**config.mk**
```make
export PLATFORM = sky130hd
export DESIGN_NAME = fetch_stage
export DESIGN_NICKNAME = d
export VERILOG_FILES = /design/src/rtl/riscv_pkg.sv /design/src/rtl/if_id_reg.sv /design/src/rtl/fetch_stage.sv
export SDC_FILE = /design/constraint.sdc
export NUM_CORES = 1
export LEC_CHECK = 0
export CAP_MARGIN = 10
export CORE_MARGIN = 2
export CORE_UTILIZATION = 51
export DETAILED_ROUTE_END_ITERATION = 8
export PLACE_DENSITY = 0.8
export SLEW_MARGIN = 5
export SYNTH_ARGS = -nofsm -noshare
export SYNTH_HDL_FRONTEND = slang
export SYNTH_SLANG_ARGS = --single-unit
```
**constraint.sdc**
```tcl
create_clock -name clk -period 2.9 [get_ports clk]
set_input_delay 0.58 -clock clk [delete_from_list [all_inputs] [get_ports clk]]
set_output_delay 0.58 -clock clk [all_outputs]
set_load 0.01 [all_outputs]
```
**src/rtl/riscv_pkg.sv**
```systemverilog
// ============================================================================
// riscv_pkg : shared fetch-stage constants, fetch-state encoding, IF/ID entry
// Revision  : 1.0
// ============================================================================
`default_nettype none

package riscv_pkg;

  localparam logic [31:0] NOP_INSTR        = 32'h0000_0013;
  localparam logic [31:0] RESET_PC_DEFAULT = 32'h0000_0000;

  typedef enum logic [1:0] {
    FS_IDLE  = 2'd0,
    FS_BUSY  = 2'd1,
    FS_DRAIN = 2'd2
  } fetch_state_e;

  typedef struct packed {
    logic [31:0] instr;
    logic [31:0] pc;
  } fetch_entry_t;

  function automatic logic [31:0] pc_plus4(input logic [31:0] pc);
    return pc + 32'd4;
  endfunction

endpackage

`default_nettype wire

```
**src/rtl/if_id_reg.sv**
```systemverilog
// ============================================================================
// if_id_reg : IF/ID pipeline register with flush, stall and bubble insertion
// Revision  : 1.0
// ============================================================================
`default_nettype none

module if_id_reg
  import riscv_pkg::*;
(
  input  logic         clk,
  input  logic         rst_n,
  input  logic         flush_i,
  input  logic         stall_i,
  input  logic         load_valid_i,
  input  fetch_entry_t load_entry_i,
  output logic         valid_o,
  output logic [31:0]  instr_o,
  output logic [31:0]  pc_o,
  output logic [31:0]  pc_plus4_o
);

  logic        valid_q, valid_d;
  logic [31:0] instr_q, instr_d;
  logic [31:0] pc_q, pc_d;
  logic [31:0] pc4_q, pc4_d;

  // Flush beats stall; bubbles leave the PC fields untouched.
  always_comb begin
    valid_d = valid_q;
    instr_d = instr_q;
    pc_d    = pc_q;
    pc4_d   = pc4_q;
    if (flush_i) begin
      valid_d = 1'b0;
      instr_d = NOP_INSTR;
    end else if (!stall_i) begin
      if (load_valid_i) begin
        valid_d = 1'b1;
        instr_d = load_entry_i.instr;
        pc_d    = load_entry_i.pc;
        pc4_d   = pc_plus4(load_entry_i.pc);
      end else begin
        valid_d = 1'b0;
        instr_d = NOP_INSTR;
      end
    end
  end

  always_ff @(posedge clk or negedge rst_n) begin
    if (!rst_n) begin
      valid_q <= 1'b0;
      instr_q <= NOP_INSTR;
      pc_q    <= 32'd0;
      pc4_q   <= 32'd0;
    end else begin
      valid_q <= valid_d;
      instr_q <= instr_d;
      pc_q    <= pc_d;
      pc4_q   <= pc4_d;
    end
  end

  assign valid_o    = valid_q;
  assign instr_o    = instr_q;
  assign pc_o       = pc_q;
  assign pc_plus4_o = pc4_q;

endmodule

`default_nettype wire

```
**src/rtl/fetch_stage.sv**
```systemverilog
// ============================================================================
// fetch_stage : instruction fetch with req/gnt/rvalid port, one-entry holding
//               buffer and IF/ID register. Optional: FETCH_PERF_CNT_EN
// Revision    : 1.0
// ============================================================================
`default_nettype none

module fetch_stage
  import riscv_pkg::*;
#(
  parameter logic [31:0] RESET_PC = RESET_PC_DEFAULT
) (
  input  logic        clk,
  input  logic        rst_n,
  input  logic        StallF,
  input  logic        StallD,
  input  logic        FlushD,
  input  logic        PCSrcE,
  input  logic [31:0] PCTargetE,
  output logic        imem_req,
  output logic [31:0] imem_addr,
  input  logic        imem_gnt,
  input  logic        imem_rvalid,
  input  logic [31:0] imem_rdata,
  output logic [31:0] PCF,
  output logic [31:0] PCD,
  output logic [31:0] PCPlus4D,
  output logic [31:0] InstrD,
  output logic        ValidD
`ifdef FETCH_PERF_CNT_EN
  ,
  output logic [31:0] perf_fetched,
  output logic [31:0] perf_bubbles,
  output logic [31:0] perf_drained
`endif
);

  fetch_state_e state_q, state_d;
  logic [31:0]  pcf_q, pcf_d;
  logic [31:0]  inflight_q, inflight_d;
  fetch_entry_t buf_q, buf_d;
  logic         buf_valid_q, buf_valid_d;

  logic         w_rsp_busy, w_issue, w_grant, w_keep, w_drop;
  logic         w_advance, w_direct, w_load_valid;
  fetch_entry_t w_rsp_entry, w_load_entry;

  assign w_rsp_busy = (state_q == FS_BUSY) && imem_rvalid;

  // A stalled IF/ID receiving a response would fill the buffer, so no new issue.
  assign w_issue = ((state_q == FS_IDLE) || w_rsp_busy) && !StallF && !PCSrcE &&
                   !buf_valid_q && !(w_rsp_busy && StallD);

  assign imem_req  = rst_n && w_issue;
  assign imem_addr = pcf_q;
  assign PCF       = pcf_q;
  assign w_grant   = imem_req && imem_gnt;

  assign w_keep    = w_rsp_busy && !PCSrcE;
  assign w_drop    = imem_rvalid && ((state_q == FS_DRAIN) ||
                                     ((state_q == FS_BUSY) && PCSrcE));
  assign w_advance = !FlushD && !StallD;
  assign w_direct  = w_keep && w_advance && !buf_valid_q;

  assign w_rsp_entry.instr = imem_rdata;
  assign w_rsp_entry.pc    = inflight_q;
  assign w_load_valid      = buf_valid_q || w_keep;
  assign w_load_entry      = buf_valid_q ? buf_q : w_rsp_entry;

  always_comb begin
    state_d     = state_q;
    pcf_d       = pcf_q;
    inflight_d  = inflight_q;
    buf_d       = buf_q;
    buf_valid_d = buf_valid_q;

    if (w_advance && buf_valid_q) buf_valid_d = 1'b0;
    if (w_keep && !w_direct) begin
      buf_d       = w_rsp_entry;
      buf_valid_d = 1'b1;
    end

    if (PCSrcE) begin
      pcf_d       = PCTargetE;
      buf_valid_d = 1'b0;
      // Same-cycle response is dropped; only a still-pending one needs draining.
      if (state_q == FS_BUSY) state_d = imem_rvalid ? FS_IDLE : FS_DRAIN;
      else if ((state_q == FS_DRAIN) && imem_rvalid) state_d = FS_IDLE;
    end else begin
      if (imem_rvalid && (state_q != FS_IDLE)) state_d = FS_IDLE;
      if (w_grant) begin
        inflight_d = pcf_q;
        pcf_d      = pcf_q + 32'd4;
        state_d    = FS_BUSY;
      end
    end
  end

  always_ff @(posedge clk or negedge rst_n) begin
    if (!rst_n) begin
      state_q     <= FS_IDLE;
      pcf_q       <= RESET_PC;
      inflight_q  <= 32'd0;
      buf_q       <= '0;
      buf_valid_q <= 1'b0;
    end else begin
      state_q     <= state_d;
      pcf_q       <= pcf_d;
      inflight_q  <= inflight_d;
      buf_q       <= buf_d;
      buf_valid_q <= buf_valid_d;
    end
  end

  if_id_reg u_if_id_reg (
    .clk          (clk),
    .rst_n        (rst_n),
    .flush_i      (FlushD),
    .stall_i      (StallD),
    .load_valid_i (w_load_valid),
    .load_entry_i (w_load_entry),
    .valid_o      (ValidD),
    .instr_o      (InstrD),
    .pc_o         (PCD),
    .pc_plus4_o   (PCPlus4D)
  );

`ifdef FETCH_PERF_CNT_EN
  logic [31:0] perf_fetched_q, perf_bubbles_q, perf_drained_q;

  always_ff @(posedge clk or negedge rst_n) begin
    if (!rst_n) begin
      perf_fetched_q <= 32'd0;
      perf_bubbles_q <= 32'd0;
      perf_drained_q <= 32'd0;
    end else begin
      if (w_keep)                       perf_fetched_q <= perf_fetched_q + 32'd1;
      if (w_advance && !w_load_valid)   perf_bubbles_q <= perf_bubbles_q + 32'd1;
      if (w_drop)                       perf_drained_q <= perf_drained_q + 32'd1;
    end
  end

  assign perf_fetched = perf_fetched_q;
  assign perf_bubbles = perf_bubbles_q;
  assign perf_drained = perf_drained_q;
`endif

endmodule

`default_nettype wire
```
==> flow_summary.yaml <==
worst_hold_path:
  hold_class: "reg2reg"
  worstHoldStart: "u_if_id_reg.pc_plus4_o[6]$_DFFE_PN0P_"
  whs_path_depth: 2
  whs_endpoint: "u_if_id_reg.pc_plus4_o[6]$_DFFE_PN0P_"
pwr:
  swShare_pct: 26.82
  leakagePower_uw: 0.006067
  vdd_ir_drop_max_v: 0.0004282
  p_total_uw: 9244
  combPwrFrac_pct: 18.5
  switchingPower_uw: 2479
  intPower_uw: 6764
  p_seq_share_pct: 44.5
  p_clk_share_pct: 37.0
  p_per_area_nw_per_um2: 656.3
synth:
  ys_seq_elements: 226
  synth_mux_area_share_pct: 13.12
  synth-xor-area-share_pct: 1.792
  synth_top_family_by_area: "simple AND/OR/NAND/NOR gates"
  synth_edf_count: 0
  yosys_warnings: 0
  synthSimpleGateAreaFrac_pct: 16.05
  yosysMostFrequentCell: "nand2_1"
  syn_area_per_cell_um2: 10.43
  synth_compound_area_share_pct: 10.99
  synthTopCellsByCount: "228 x nand2_1, 223 x dfrtp_1, 98 x o21ai_0"
  yosysSeqAreaShare_pct: 52.64
  synth_top_area_share_pct: 51.90
  netlist_instances: 1031
  ys_types: 61
  synth_nets: 1105
  synth_ff_type: "dfrtp_1"
  yosys.area.top_type: "dfrtp_1"
  synthTopCellsByArea: "dfrtp_1 52%, nand2_1 8.0%, mux2_2 7.4%"
  synth_fa_ha_area_share_pct: 0.2327
  syn_area_um2: 10750
  synthArstFlopShare_pct: 100.0
drt:
  vias_per_cell: 5.563
  drc: 0
  drt_pass1_iterations: 5
  drt_wl_total_mm: 26.55
  wl_per_cell_um: 17.53
  ant_nets: 0
  drt_iter0_markers: 534
  routed-via-count: 8423
clocking:
  htree_levels: 1
  cts.sinks: 226
  clkTransAtPathRegs_ns: 0.06
  cts_setup_buffers: 0
  cts_root_buf: "clkbuf_16"
  tritoncts: "done"
  cts_buffers: 24
  cts.path.max_buffers: 3
  clock_latency_ns: 0.51
timing:
  drv_slew: 0
  relSlewSlack_pct: 38.92
  tightest_slew_ns: 0.9162
  min_period_ns: 2.716
  max_freq_ghz: 0.3682
  holdWs_ns: 0.4752
  hold_viol_final: 0
  fin_setup_tns_ns: 0
  rsz0062_at_grt: "no"
  setup_violations: 0
  finClkSkew_ns: 0.01056
  fin_crit_sh_pct: 93.66
cells_and_area:
  final_util_pct: 67.64
  antenna_cells: 0
  fin_nets: 1295
  fillers: 1586
  instances_no_fill: 1514
  drive_gt1_share_pct: 12.83
  area_growth_pct: 30.99
setup_path:
  r2r-end: "u_if_id_reg.pc_plus4_o[30]$_DFFE_PN0P_"
  critPathLaunchType: "input port"
  critPathSlowestCell: "clkdlybuf4s50_1"
  cp_common_cell: "clkdlybuf4s50_1"
  reg2reg_slack_ns: 0.32
  crit_type: "in2out"
  crit_chain: "clkdlybuf4s50_1 -> nor4_4 -> o211a_1 -> clkdlybuf4s50_1"
  max_stage_delay_ns: 0.53
  worst_ep_arrival_time_ns: 2.14
  r2r-start: "buf_valid_q$_DFFE_PN0P_"
  crit_path_end_kind: "output pin"
  r2r_cells: 7
  worstPathRequired_ns: 2.32
  cp_max_fo: 3
grt:
  gr-usage-all-layers_pct: 23.63
  grt_antenna_before_repair: 0
  grt_max_degree: 177
  grt-ovfl-total: 0
  grt_pass1_vias: 8258
  grt_pass1_wl_mm: 42.76
floorplan:
  fp-row-count: 53
  core_area_um2: 20820
  die_area_um2: 22260
  die_x_um: 149.2
  die_h_um: 149.2
  io_pins: 234
  start_util_pct: 51.63
placement:
  dp_hpwl_mm: 18.19
  gp_congestion: 0.8186
  io_buffers: 233
  dp.cells: 1469
flow_run:
  cap_viol_max_count: 0
run_status:
  status: "completed"
-- cell families after synthesis --
| logic type | after synthesis |
|---|---|
| XOR/XNOR | 22 |
| multiplexers | 132 |
| buffers and inverters | 100 |
| flip-flops | 226 |
| AND/OR/NAND/NOR | 366 |
| AO/OA/AOI/OAI | 183 |
| adder cells (fa/ha/maj) | 2 |
-- layout by cell type, fill, tap and decap left out, types with 4 or more instances in the layout --
| cell | synthesis | routed |
|---|---|---|
| a21boi_0 | 4 | 4 |
| nor3_1 | 6 | 6 |
| o31a_1 | 6 | 5 |
| and3_1 | 8 | 8 |
| mux2_2 | 71 | 71 |
| nand2_1 | 228 | 228 |
| nand3_1 | 28 | 28 |
| o211ai_1 | 6 | 6 |
| clkbuf_16 | 0 | 25 |
| a21oi_1 | 9 | 9 |
| o21ai_1 | 7 | 6 |
| clkdlybuf4s50_1 | 0 | 231 |
| o31ai_1 | 7 | 7 |
| nand2b_1 | 5 | 5 |
| and2_1 | 5 | 5 |
| buf_4 | 34 | 18 |
| clkinv_2 | 0 | 7 |
| nor2_1 | 27 | 27 |
| o21a_1 | 4 | 4 |
| o311ai_1 | 8 | 8 |
| xnor2_1 | 16 | 16 |
| dfrtp_1 | 223 | 222 |
| buf_12 | 0 | 5 |
| nor2b_1 | 6 | 5 |
| a21o_1 | 7 | 7 |
| o21ai_0 | 98 | 98 |
| mux2i_1 | 61 | 61 |
| bufinv_16 | 0 | 6 |
| nand3b_1 | 4 | 4 |
| o311ai_0 | 5 | 5 |
| nor4_1 | 10 | 10 |
| nand4_1 | 17 | 17 |
| xor2_1 | 6 | 6 |
| inv_1 | 7 | 7 |
-- registers in the layout, summed over array words and instances, names as in the netlist --
signal                  count
buf_q                      64
PCF                        32
inflight_q                 32
u_if_id_reg.instr_o        32
u_if_id_reg.pc_plus4_o     32
u_if_id_reg.pc_o           30
state_q                     2
buf_valid_q                 1
u_if_id_reg.valid_o         1
-- power groups by stage --
stage / Combinational (uW) / Clock (uW) / Sequential, uW
2_1_floorplan: 820 / 0 / 4120
5_1_grt: 1860 / 3620 / 4190
3_3_place_gp: 1660 / 0 / 4130
3_5_place_dp: 1710 / 0 / 4160
4_1_cts: 1720 / 3470 / 4110
6_report: 1710 / 3420 / 4110
-- layout make-up --
cell class                 count  area, um2  share of cell area (%)
sequential                   226       5663                   40.21
tap                          275      344.1                   2.443
multi-input combinational    705       4576                   32.49
clock inverter                14      222.7                   1.581
clock buffer                  30      674.4                   4.789
timing repair buffer         257       2577                   18.30
inverter                       7      26.28                  0.1866
-- how the worst max path moves through the flow --
stage,from,end,slack [ns],cells after the start
finish,StallF,imem_req,0.18,4
global placement,imem_rvalid,PCF[14]$_DFFE_PN0N_,0.24,7
detailed placement,imem_rvalid,PCF[12]$_DFFE_PN0N_,0.12,7
CTS,buf_valid_q$_DFFE_PN0P_,imem_req,0.04,3
global route,buf_valid_q$_DFFE_PN0P_,imem_req,0.08,3
floorplan,buf_valid_q$_DFFE_PN0P_,u_if_id_reg.pc_plus4_o[22]$_DFFE_PN0P_,0.28,12
-- through the flow --
stage          instance area (um2)  worst slack, ns
6_report                     14080           0.1838
4_1_cts                      14080          0.03954
3_5_place_dp                 13170           0.1185
3_3_place_gp                 13170           0.2367
2_1_floorplan                10750           0.2779
5_1_grt                      14080          0.08269
-- critical path: cells and delay by family --
kind	cells	cell delay (ns)
compound gates	1	0.20
buf+inv	2	0.97
simple gates	1	0.38
-- routing by layer --
layer,vias up,global-route usage [%],wire length [um],part of all wire (%)
li1,3979,-,-,-
met1,4104,34.26,12140,46
met2,296,37.03,11940,45
met3,44,3.976,1870,7.0
met4,0,6.429,594,2.2
met5,-,0,0,0
-- what timing repair did --
item,4_1_cts,5_1_grt
resized for setup,1,0
pin swaps,0,1
endpoints found under the hold margin,7,0
endpoints found under the setup margin,1,1
hold buffers,1,0
Note: power is estimated with default switching activity, not from simulation.
